## config.mk

```make
export PLATFORM = sky130hd
export DESIGN_NAME = int2flt_seq
export DESIGN_NICKNAME = d
export VERILOG_FILES = /design/src/rtl/int2flt_seq.sv
export SDC_FILE = /design/constraint.sdc
export NUM_CORES = 1
export LEC_CHECK = 0
export CAP_MARGIN = 20
export CORE_UTILIZATION = 40
export CTS_BUF_LIST = sky130_fd_sc_hd__clkbuf_8
export CTS_CLUSTER_DIAMETER = 60
export CTS_CLUSTER_SIZE = 14
export DETAILED_ROUTE_END_ITERATION = 10
export GPL_ROUTABILITY_DRIVEN = 0
export PLACE_DENSITY = 0.59
export RECOVER_POWER = 100
export SLEW_MARGIN = 15
export SYNTH_ARGS = -nofsm -noshare
export SYNTH_HDL_FRONTEND = slang
export SYNTH_SLANG_ARGS = --single-unit
```

## constraint.sdc

```tcl
create_clock -name clk -period 1.9 [get_ports clk]
set_clock_uncertainty 0.15 [all_clocks]
set_input_delay 0.38 -clock clk [delete_from_list [all_inputs] [get_ports clk]]
set_output_delay 0.38 -clock clk [all_outputs]
set_load 0.05 [all_outputs]
```

## src/rtl/int2flt_seq.sv

```systemverilog
// Sequential signed int16 -> IEEE-754 binary16 converter over a single data_mem port.
// Optional macro I2F_STATUS_EN adds a status byte write (zero/inexact/negative) at OUT_ADDR+2.
module int2flt_seq #(
    parameter logic [7:0] IN_ADDR  = 8'd0,
    parameter logic [7:0] OUT_ADDR = 8'd2
) (
    input  logic       clk,
    input  logic       reset_n,
    input  logic       start,
    output logic       done,
    output logic [7:0] dm_addr,
    output logic       dm_wr_en,
    output logic [7:0] dm_din,
    input  logic [7:0] dm_dout
);

    typedef enum logic [3:0] {
        IDLE, RD_LO, RD_HI, NORM, ROUND, WR_LO, WR_HI, WR_ST, DONE
    } state_t;

    state_t      state_q, state_d;
    logic        start_q;
    logic [7:0]  lo_q, lo_d;
    logic        sign_q, sign_d;
    logic [15:0] mag_q, mag_d;
    logic [4:0]  exp_q, exp_d;
    logic [15:0] result_q, result_d;
`ifdef I2F_STATUS_EN
    logic        inexact_q, inexact_d;
`endif

    logic        trigger;
    logic [15:0] raw;

    // Round-to-nearest-even of a normalized magnitude (mag[15] is the hidden bit).
    function automatic logic [15:0] round_pack(input logic s, input logic [4:0] e,
                                               input logic [15:0] m);
        logic [9:0]  mant;
        logic [10:0] mant_inc;
        logic [4:0]  ex;
        mant     = m[14:5];
        ex       = e;
        mant_inc = {1'b0, mant} + 11'd1;
        if (m[4] & ((|m[3:0]) | mant[0])) begin
            if (mant_inc[10]) begin
                mant = 10'd0;
                ex   = e + 5'd1;
            end else begin
                mant = mant_inc[9:0];
            end
        end
        return {s, ex, mant};
    endfunction

    assign trigger = start_q & ~start;
    assign raw     = {dm_dout, lo_q};

    always_ff @(posedge clk or negedge reset_n) begin
        if (!reset_n) begin
            state_q   <= IDLE;
            start_q   <= 1'b0;
            lo_q      <= 8'd0;
            sign_q    <= 1'b0;
            mag_q     <= 16'd0;
            exp_q     <= 5'd0;
            result_q  <= 16'd0;
`ifdef I2F_STATUS_EN
            inexact_q <= 1'b0;
`endif
        end else begin
            state_q   <= state_d;
            start_q   <= start;
            lo_q      <= lo_d;
            sign_q    <= sign_d;
            mag_q     <= mag_d;
            exp_q     <= exp_d;
            result_q  <= result_d;
`ifdef I2F_STATUS_EN
            inexact_q <= inexact_d;
`endif
        end
    end

    always_comb begin
        state_d   = state_q;
        lo_d      = lo_q;
        sign_d    = sign_q;
        mag_d     = mag_q;
        exp_d     = exp_q;
        result_d  = result_q;
`ifdef I2F_STATUS_EN
        inexact_d = inexact_q;
`endif
        done      = 1'b0;
        dm_addr   = 8'd0;
        dm_wr_en  = 1'b0;
        dm_din    = 8'd0;

        case (state_q)
            IDLE: if (trigger) state_d = RD_LO;
            RD_LO: begin
                dm_addr = IN_ADDR;
                lo_d    = dm_dout;
                state_d = RD_HI;
            end
            RD_HI: begin
                dm_addr   = IN_ADDR + 8'd1;
                sign_d    = raw[15];
                mag_d     = raw[15] ? (~raw + 16'd1) : raw;
                exp_d     = 5'd30;
`ifdef I2F_STATUS_EN
                inexact_d = 1'b0;
`endif
                state_d   = NORM;
            end
            NORM: begin
                if (mag_q == 16'd0) begin
                    result_d = 16'h0000;
                    state_d  = WR_LO;
                end else if (!mag_q[15]) begin
                    mag_d = {mag_q[14:0], 1'b0};
                    exp_d = exp_q - 5'd1;
                end else begin
                    state_d = ROUND;
                end
            end
            ROUND: begin
                result_d  = round_pack(sign_q, exp_q, mag_q);
`ifdef I2F_STATUS_EN
                inexact_d = mag_q[4] | (|mag_q[3:0]);
`endif
                state_d   = WR_LO;
            end
            WR_LO: begin
                dm_addr  = OUT_ADDR;
                dm_din   = result_q[7:0];
                dm_wr_en = 1'b1;
                state_d  = WR_HI;
            end
            WR_HI: begin
                dm_addr  = OUT_ADDR + 8'd1;
                dm_din   = result_q[15:8];
                dm_wr_en = 1'b1;
`ifdef I2F_STATUS_EN
                state_d  = WR_ST;
`else
                state_d  = DONE;
`endif
            end
`ifdef I2F_STATUS_EN
            WR_ST: begin
                dm_addr  = OUT_ADDR + 8'd2;
                dm_din   = {5'd0, result_q[15], inexact_q, (result_q == 16'd0)};
                dm_wr_en = 1'b1;
                state_d  = DONE;
            end
`endif
            DONE: begin
                done    = 1'b1;
                state_d = IDLE;
            end
            default: state_d = IDLE;
        endcase
    end

endmodule

```

Word-level counts from Yosys, hierarchy flattened --
Index checks and enable logic that the tools add are counted.
Word-level totals: flip-flop bits (word level) 51, latch bits 0, memory bits (writable) 0, memory bits (read-only) 0, input bits 11, word-level logic and storage cells 60, memories kept 0
Cells by class: add/subtract/negate cells 4, $mul 0, div/mod/pow operators 0, order comparisons 0, equal/unequal tests 12, shifts and indexed selects 0, muxes and demuxes 21, bitwise logic cells 5, reduce and logical (&&, ||, !) cells 10
Operators by type and width (number):
- $mux W16 | 4
- $pmux W16 S2 | 2
- $pmux W4 S7 | 1
- $mux W10 | 2
- $mux W5 | 4
- $add A16 B1 Y16 const B | 1
- $logic_not A16 Y1 | 1
- $not A16 Y16 | 1
- $pmux W8 S2 | 1
- $eq A4 B3 Y1 const B | 3
- $mux W4 | 3
- $add A10 B1 Y11 const B | 1
- $pmux W5 S2 | 1
- $eq A4 B2 Y1 const B | 2
- $ne A2 B2 Y1 const B | 4
- $pmux W2 S3 | 1
- $reduce_and A2 Y1 | 3
- $add A5 B1 Y5 const B | 1
- $sub A5 B1 Y5 const B | 1
- $eq A4 B1 Y1 const B | 1
- $eq A4 B4 Y1 const B | 1
- $logic_not A4 Y1 | 1
- $reduce_bool A2 Y1 | 2
- $reduce_or A4 Y1 | 1
- other kinds (7) | 9

Depth between registers and ports, before layout --
Gate-level depths: netlist (run 1).
word-level depth 5, mapped depth 8, depth with buffers taken out 6

Least setup slack after synthesis (run 1) --
OpenSTA, ideal clock, no wires.
path type register -> output, from reg state_q[2], to out done, arrival time 2231 ps, required time 1370 ps, slack -861 ps, stages on the path, launching flop included 3, buffers on the path 1, cell sequence dfrtp_1 buf_2 nor4b_1
Between the ends: cells in the longest elaborated chain, start to end 2
RTL lines:
- start: declaration | RTL line 21 | state_t state_q, state_d;
- start signal: assignment | RTL line 71 | state_q <= state_d;
- $eq A4 B4 Y1 | RTL line 99 | case (state_q)
- $mux W1 | RTL line 99
- end: declaration | RTL line 10 | output logic done,
Every way passes these cells.

Final worst setup path (run 1) --
from reg state_q[0], to out dm_din[2]
Between the ends: cells in the longest elaborated chain, start to end 2, elaborated cells between the ends (all ways) 3
RTL lines:
- $eq A4 B3 Y1 | RTL line 99
- $pmux W8 S2 * | RTL line 99
- end: declaration | RTL line 13 | output logic [7:0] dm_din,
Mark *: on every way between the ends. The rest lies on a longest branch, timed or not.

==> results of run 1 <==
through the flow:
step	TNS, ps	util (%)	instances	total power, W	setup WS, ps
after global routing	-5058	62.54	502	0.008015	-171.6
after detailed placement	-3375	53.50	477	0.005747	-314.7
after global placement	-2605	53.50	477	0.005655	-256.4
after floorplan	-1927	-	315	0.004175	-210.8
final	-2142	62.54	502	0.007493	-121.7
after CTS	-1769	59.85	499	0.007148	-120.8
area by class of cell:
| type | instances | area (um2) | area share (%) |
|---|---|---|---|
| multi-input cells | 236 | 1942 | 43.04 |
| flip-flops and latches | 51 | 1279 | 28.34 |
| repair buffers | 102 | 1008 | 22.35 |
| well taps | 99 | 123.9 | 2.745 |
| clock buffers | 5 | 68.82 | 1.525 |
| clock inverters | 3 | 67.56 | 1.498 |
| inverters | 6 | 22.52 | 0.4992 |
cells in the mapped netlist, types with 2 or more instances:
library cell / count / area share (%)
dfrtp_1: 51 / 43
o31ai_1: 4 / 1.0
o21a_1: 4 / 1.0
nand2_1: 35 / 4.4
and3_1: 4 / 0.84
nand3b_1: 4 / 1.0
o21ai_1: 12 / 2.0
a22o_1: 13 / 3.8
nand4_1: 4 / 0.84
xor2_1: 17 / 5.0
a21oi_1: 11 / 1.9
a31oi_1: 3 / 0.63
o21ai_0: 19 / 3.2
mux2_2: 7 / 2.7
nor4_1: 5 / 1.1
nor2_1: 10 / 1.3
o21ai_2: 4 / 1.2
nand2b_1: 4 / 0.84
buf_2: 7 / 1.2
nor3_2: 3 / 1.0
buf_1: 2 / 0.25
ha_1: 4 / 1.7
xnor2_1: 6 / 1.8
or3_1: 5 / 1.1
nand3_1: 8 / 1.3
o22ai_1: 8 / 1.7
o41ai_1: 3 / 0.89
buf_4: 6 / 1.5
nor3_1: 4 / 0.67
clkbuf_1: 7 / 0.89
mux2i_1: 2 / 0.67
inv_1: 6 / 0.76
nor2b_1: 2 / 0.42
and4_1: 2 / 0.59
registers in the layout (all words and copies together) (netlist names):
signal,count
state_q,4
exp_q,5
result_q,16
mag_q,16
sign_q,1
lo_q,8
start_q,1
per-layer routing:
metal | vias to the layer above | wire, um
met3 | 8 | 149
met5 | - | 0
li1 | 1311 | -
met4 | 0 | 80
met1 | 1296 | 3584
met2 | 32 | 4151
worst min-delay path: stages:
cell	delay [ps]
dlymetal6s2s_1	100
buf_4	130
mux2_2	130
worst paths after layout:
check / slack, ps / depth (start not counted) / end / start
setup / recovery: -120 / 6 / dm_din[2] / state_q[0]
hold / removal: 300 / 3 / lo_q[5] / dm_dout[5]
setup reg to reg: -110 / 5 / result_q[4] / mag_q[0]
hold reg to reg: 350 / 2 / sign_q / sign_q
max in group asynchronous: 250 / 3 / state_q[1] / reset_n
min in group asynchronous: 600 / 2 / result_q[12] / reset_n
power groups by stage:
stage                     Sequential (W)  Clock [W]  Combinational [W]
final                            0.00208   0.000910            0.00450
after detailed placement         0.00200          0            0.00375
after CTS                        0.00204   0.000921            0.00419
after floorplan                  0.00196          0            0.00221
after global placement           0.00198          0            0.00367
after global routing             0.00214   0.000971            0.00490
timing repair:
item | in CTS | in global routing
setup buffers | 13 | 4
cloned | 1 | 1
hold endpoints to repair | 16 | 0
gates resized for setup | 40 | 42
setup endpoints to repair | 44 | 50
pin swaps | 26 | 21
hold buffers | 1 | 0
cell families (layout without fill, tap and decap cells):
logic type / count (synthesis) / count (layout) / synth area share, %
compound gates: 92 / 93 / 20.84
xor+xnor: 23 / 23 / 6.790
fa+ha+maj: 4 / 4 / 1.687
buf+inv: 29 / 116 / 4.977
flops: 51 / 51 / 43.02
mux: 9 / 9 / 3.332
other cells: 1 / 6 / 0.1264
simple gates: 101 / 101 / 19.23
==> metrics.yaml, run 1 <==
cts.sinks: 51
async_flop_share_pct: 100.0
grt_max_degree: 36
cap_viol_max_count: 0
p_switching_w: 0.003164
io_pins: 29
fin_crit_ps: 2022
htree_num_levels: 2
p_leak_nw: 1.917
crit_type: "register to output port"
design_area_um2: 4512
grt_pass1_wl_um: 13210
crit_path_cell_trace: "buf_6 > nand2b_4 > nor2_4 > buf_12 > a22o_4 > buf_12"
syn_to_final_growth_pct: 52.09
cp_max_fo: 8
root_buffer: "clkbuf_8"
busiest_layer: "met2"
drive_gt1_share_pct: 42.68
die_h_um: 88.12
place_area_um2: 3860
grt_overflow: 0
cts.clk_slew.worst_paths_ps: 100
hold_path.class: "input port to register"
tightestPinTransition_ps: 1019
drtIter0Drc: 112
antenna_left: 0
synth_edf_count: 0
cts_buffers: 5
crit_path_end_kind: "output port"
num_vias: 2647
ir_drop_uv: 638.2
layout_common_cells: "buf_4 (63), dfrtp_1 (49), nand2_1 (31)"
rsz0062_at_grt: "yes"
comb_power_share_pct: 60.1
avgRoutedWirePerCell_um: 15.87
violations: "negative setup slack"
p_per_area_nw_per_um2: 1661
crit_top_cell: "buf_12"
met1_usage_pct: 30.04
diodes: 0
die_w_um: 88.12
critPathTopFamily: "flip-flops"
start_util_pct: 41.12
post-route-worst-setup-slack_ps: -121.7
netlist_area_um2: 2967
layout_commonest_cell: "buf_4"
core_area_um2: 7214
dieArea_um2: 7765
antenna_found_initial: 0
rows: 31
avgSynthCellArea_um2: 9.570
clkLatencyLatePin_ps: 320
ys.flop_type: "dfrtp_1"
cts_buffer_depth: 2
drt-total-wl_um: 7966
postSynthCellCount: 310
synth_cell_types: 58
seqPwrFrac_pct: 27.7
crit_required_ps: 1370
synth-seq-cells: 51
pwr-share-clk_pct: 12.1
swShare_pct: 42.22
finalMaxSlewViolations: 0
whs_ps: 296.8
path_buf_inv: 3
drcViolationCount: 0
nets: 417
use_met2_pct: 38.20
fin_crit_sh_pct: 106.4
fill_cells: 624
fmax_mhz: 494.6
cp-start-kind: "register"
slowest_stage: "dfrtp_1"
grt_pass1_vias: 2630
p_int_w: 0.004329
grt_use_total_pct: 22.29
cts_tree: "yes"
status: "finished, violations left"
yosys_warnings: 0
hpwl_um: 5664
setup_viol: 31
slew_headroom_pct: 32.09
firstDrtPassIters: 5
arrival_ps: 1490
grt_use_met3_pct: 2.828
port_buffers: 22
viasPerCell: 5.273
hold_viol_final: 0
ys_seq_area_share_pct: 43.02
slowest_delay_ps: 430
Note: power is estimated with default switching activity, not from simulation.
==> inputs of run 2 (changes only) <==
--- a/config.mk
+++ b/config.mk
@@ -7,7 +7,7 @@
 export LEC_CHECK = 0
 export CAP_MARGIN = 20
 export CORE_UTILIZATION = 40
-export CTS_BUF_LIST = sky130_fd_sc_hd__clkbuf_8
+export CTS_BUF_LIST = sky130_fd_sc_hd__clkbuf_8 sky130_fd_sc_hd__clkbuf_16
 export CTS_CLUSTER_DIAMETER = 60
 export CTS_CLUSTER_SIZE = 14
 export DETAILED_ROUTE_END_ITERATION = 10
==> results of run 2 <==
Same layout as run 1: the final DEF is identical, and so are final timing and power.
==> inputs of run 3 (changes only) <==
--- a/config.mk
+++ b/config.mk
@@ -12,9 +12,9 @@
 export CTS_CLUSTER_SIZE = 14
 export DETAILED_ROUTE_END_ITERATION = 10
 export GPL_ROUTABILITY_DRIVEN = 0
-export PLACE_DENSITY = 0.59
+export PLACE_DENSITY_LB_ADDON = 0.05
 export RECOVER_POWER = 100
-export SLEW_MARGIN = 15
+export SLEW_MARGIN = 20
 export SYNTH_ARGS = -nofsm -noshare
 export SYNTH_HDL_FRONTEND = slang
 export SYNTH_SLANG_ARGS = --single-unit
==> metrics.yaml, run 3 (same netlist as run 1, synthesis figures left out) <==
dieArea_um2: 7765
die_w_um: 88.12
antenna_found_initial: 0
comb_power_share_pct: 63.6
antenna_left: 0
rsz0062_at_grt: "yes"
cp-start-kind: "register"
htree_num_levels: 2
p_leak_nw: 1.925
fin_crit_ps: 2092
hpwl_um: 5798
hold_path.class: "register to register"
drive_gt1_share_pct: 44.12
fmax_mhz: 477.9
port_buffers: 22
p_switching_w: 0.003156
cp_max_fo: 4
grt_use_total_pct: 22.02
finalPower_w: 0.007361
whs_ps: 340.9
dp_cells: 482
swShare_pct: 42.88
post-route-worst-setup-slack_ps: -192.3
start_util_pct: 41.12
core_area_um2: 7214
hold_viol_final: 0
viasPerCell: 5.258
arrival_ps: 1560
avgRoutedWirePerCell_um: 16.01
setup_viol: 30
crit_path_end_kind: "output port"
rows: 31
drt-total-wl_um: 8259
top_regs: "mag_q: 16 flops, result_q: 16 flops, lo_q: 8 flops"
fin_crit_sh_pct: 110.1
cts_buffer_depth: 2
cts_tree: "yes"
fill_cells: 630
grt_max_degree: 34
grt_overflow: 0
drcViolationCount: 0
grt_pass1_wl_um: 12900
cts_buffers: 5
syn_to_final_growth_pct: 53.77
cap_viol_max_count: 0
nets: 431
root_buffer: "clkbuf_8"
cts.sinks: 51
p_per_area_nw_per_um2: 1614
die_h_um: 88.12
io_pins: 29
num_vias: 2713
stdcell_count: 516
tightestPinTransition_ps: 1106
clkLatencyLatePin_ps: 310
ir_drop_uv: 698.6
pwr-share-clk_pct: 8.7
diodes: 0
grt_pass1_vias: 2566
status: "finished, violations left"
cts.clk_slew.worst_paths_ps: 90
drtIter0Drc: 72
crit_required_ps: 1370
firstDrtPassIters: 4
seqPwrFrac_pct: 27.8
layout_common_cells: "buf_4 (75), dfrtp_1 (49), nand2_1 (33)"
post-place-ws_ps: -338.9
violations: "negative setup slack"
layout_commonest_cell: "buf_4"
p_int_w: 0.004205
crit_type: "register to output port"
slew_headroom_pct: 26.25
finalMaxSlewViolations: 0
## run 3: cell count changes in the layout (fill, tap and decap cells not counted), sizes merged
cell           change
buf               +18
clkbuf             -5
clkdlybuf4s50      +4
dlymetal6s2s       -4
bufinv             -2
inv                +2
a21o               +1
## run 3: metal layers
| metal | part of all wire [%] | GRT usage [%] | vias up |
|---|---|---|---|
| met3 | 3.1 | 2.828 | 11 |
| met4 | 1.6 | 7.038 | 0 |
| met5 | 0 | 0 | - |
| met1 | 46 | 30.39 | 1306 |
| met2 | 50 | 36.01 | 56 |
| li1 | - | - | 1340 |
## run 3: cell type report
| type | count | area (um2) | share of cell area, % |
|---|---|---|---|
| inverter | 6 | 22.52 | 0.4937 |
| clock inverter | 3 | 20.02 | 0.4388 |
| tap | 99 | 123.9 | 2.715 |
| timing repair buffer | 115 | 1125 | 24.66 |
| clock buffer | 5 | 68.82 | 1.509 |
| sequential | 51 | 1279 | 28.03 |
| multi-input combinational | 237 | 1923 | 42.16 |
## run 3: repair_timing
action	in CTS	in global routing
hold buffers	1	0
cloned	1	1
gates resized for setup	41	37
hold endpoints to repair	18	0
setup endpoints to repair	47	50
pin swaps	24	18
setup buffers	15	9
## run 3: critical path: stages, from the launching register on
cell      delay (ps)
dfrtp_1          400
nand2b_4         160
buf_6            120
nor2_4           170
buf_6            150
a22o_4           130
buf_12           130
## run 3: power groups by stage
stage | clock network (W) | registers (W) | logic (W)
after floorplan | 0 | 0.00196 | 0.00221
after global placement | 0 | 0.00199 | 0.00374
after detailed placement | 0 | 0.00200 | 0.00376
after CTS | 0.000659 | 0.00201 | 0.00425
after global routing | 0.000699 | 0.00210 | 0.00504
final | 0.000639 | 0.00204 | 0.00468
## run 3: final timing paths
check	from	end	slack, ps	cells after the start
worst max register to register	mag_q[2]	result_q[9]	-110	5
max in group asynchronous	reset_n	state_q[0]	200	3
worst min-delay path	result_q[9]	result_q[9]	340	2
min in group asynchronous	reset_n	exp_q[1]	640	2
worst min register to register	result_q[9]	result_q[9]	340	2
worst max-delay path	state_q[3]	dm_din[2]	-190	6
## run 3: stage by stage
| step | cell area, um2 | setup TNS (ps) | util [%] |
|---|---|---|---|
| finish | 4562 | -3087 | 63.23 |
| global route | 4562 | -5930 | 63.23 |
| CTS | 4317 | -2994 | 59.83 |
| detailed placement | 3885 | -5181 | 53.85 |
| global placement | 3885 | -5007 | 53.85 |
| floorplan | 3020 | -1927 | - |
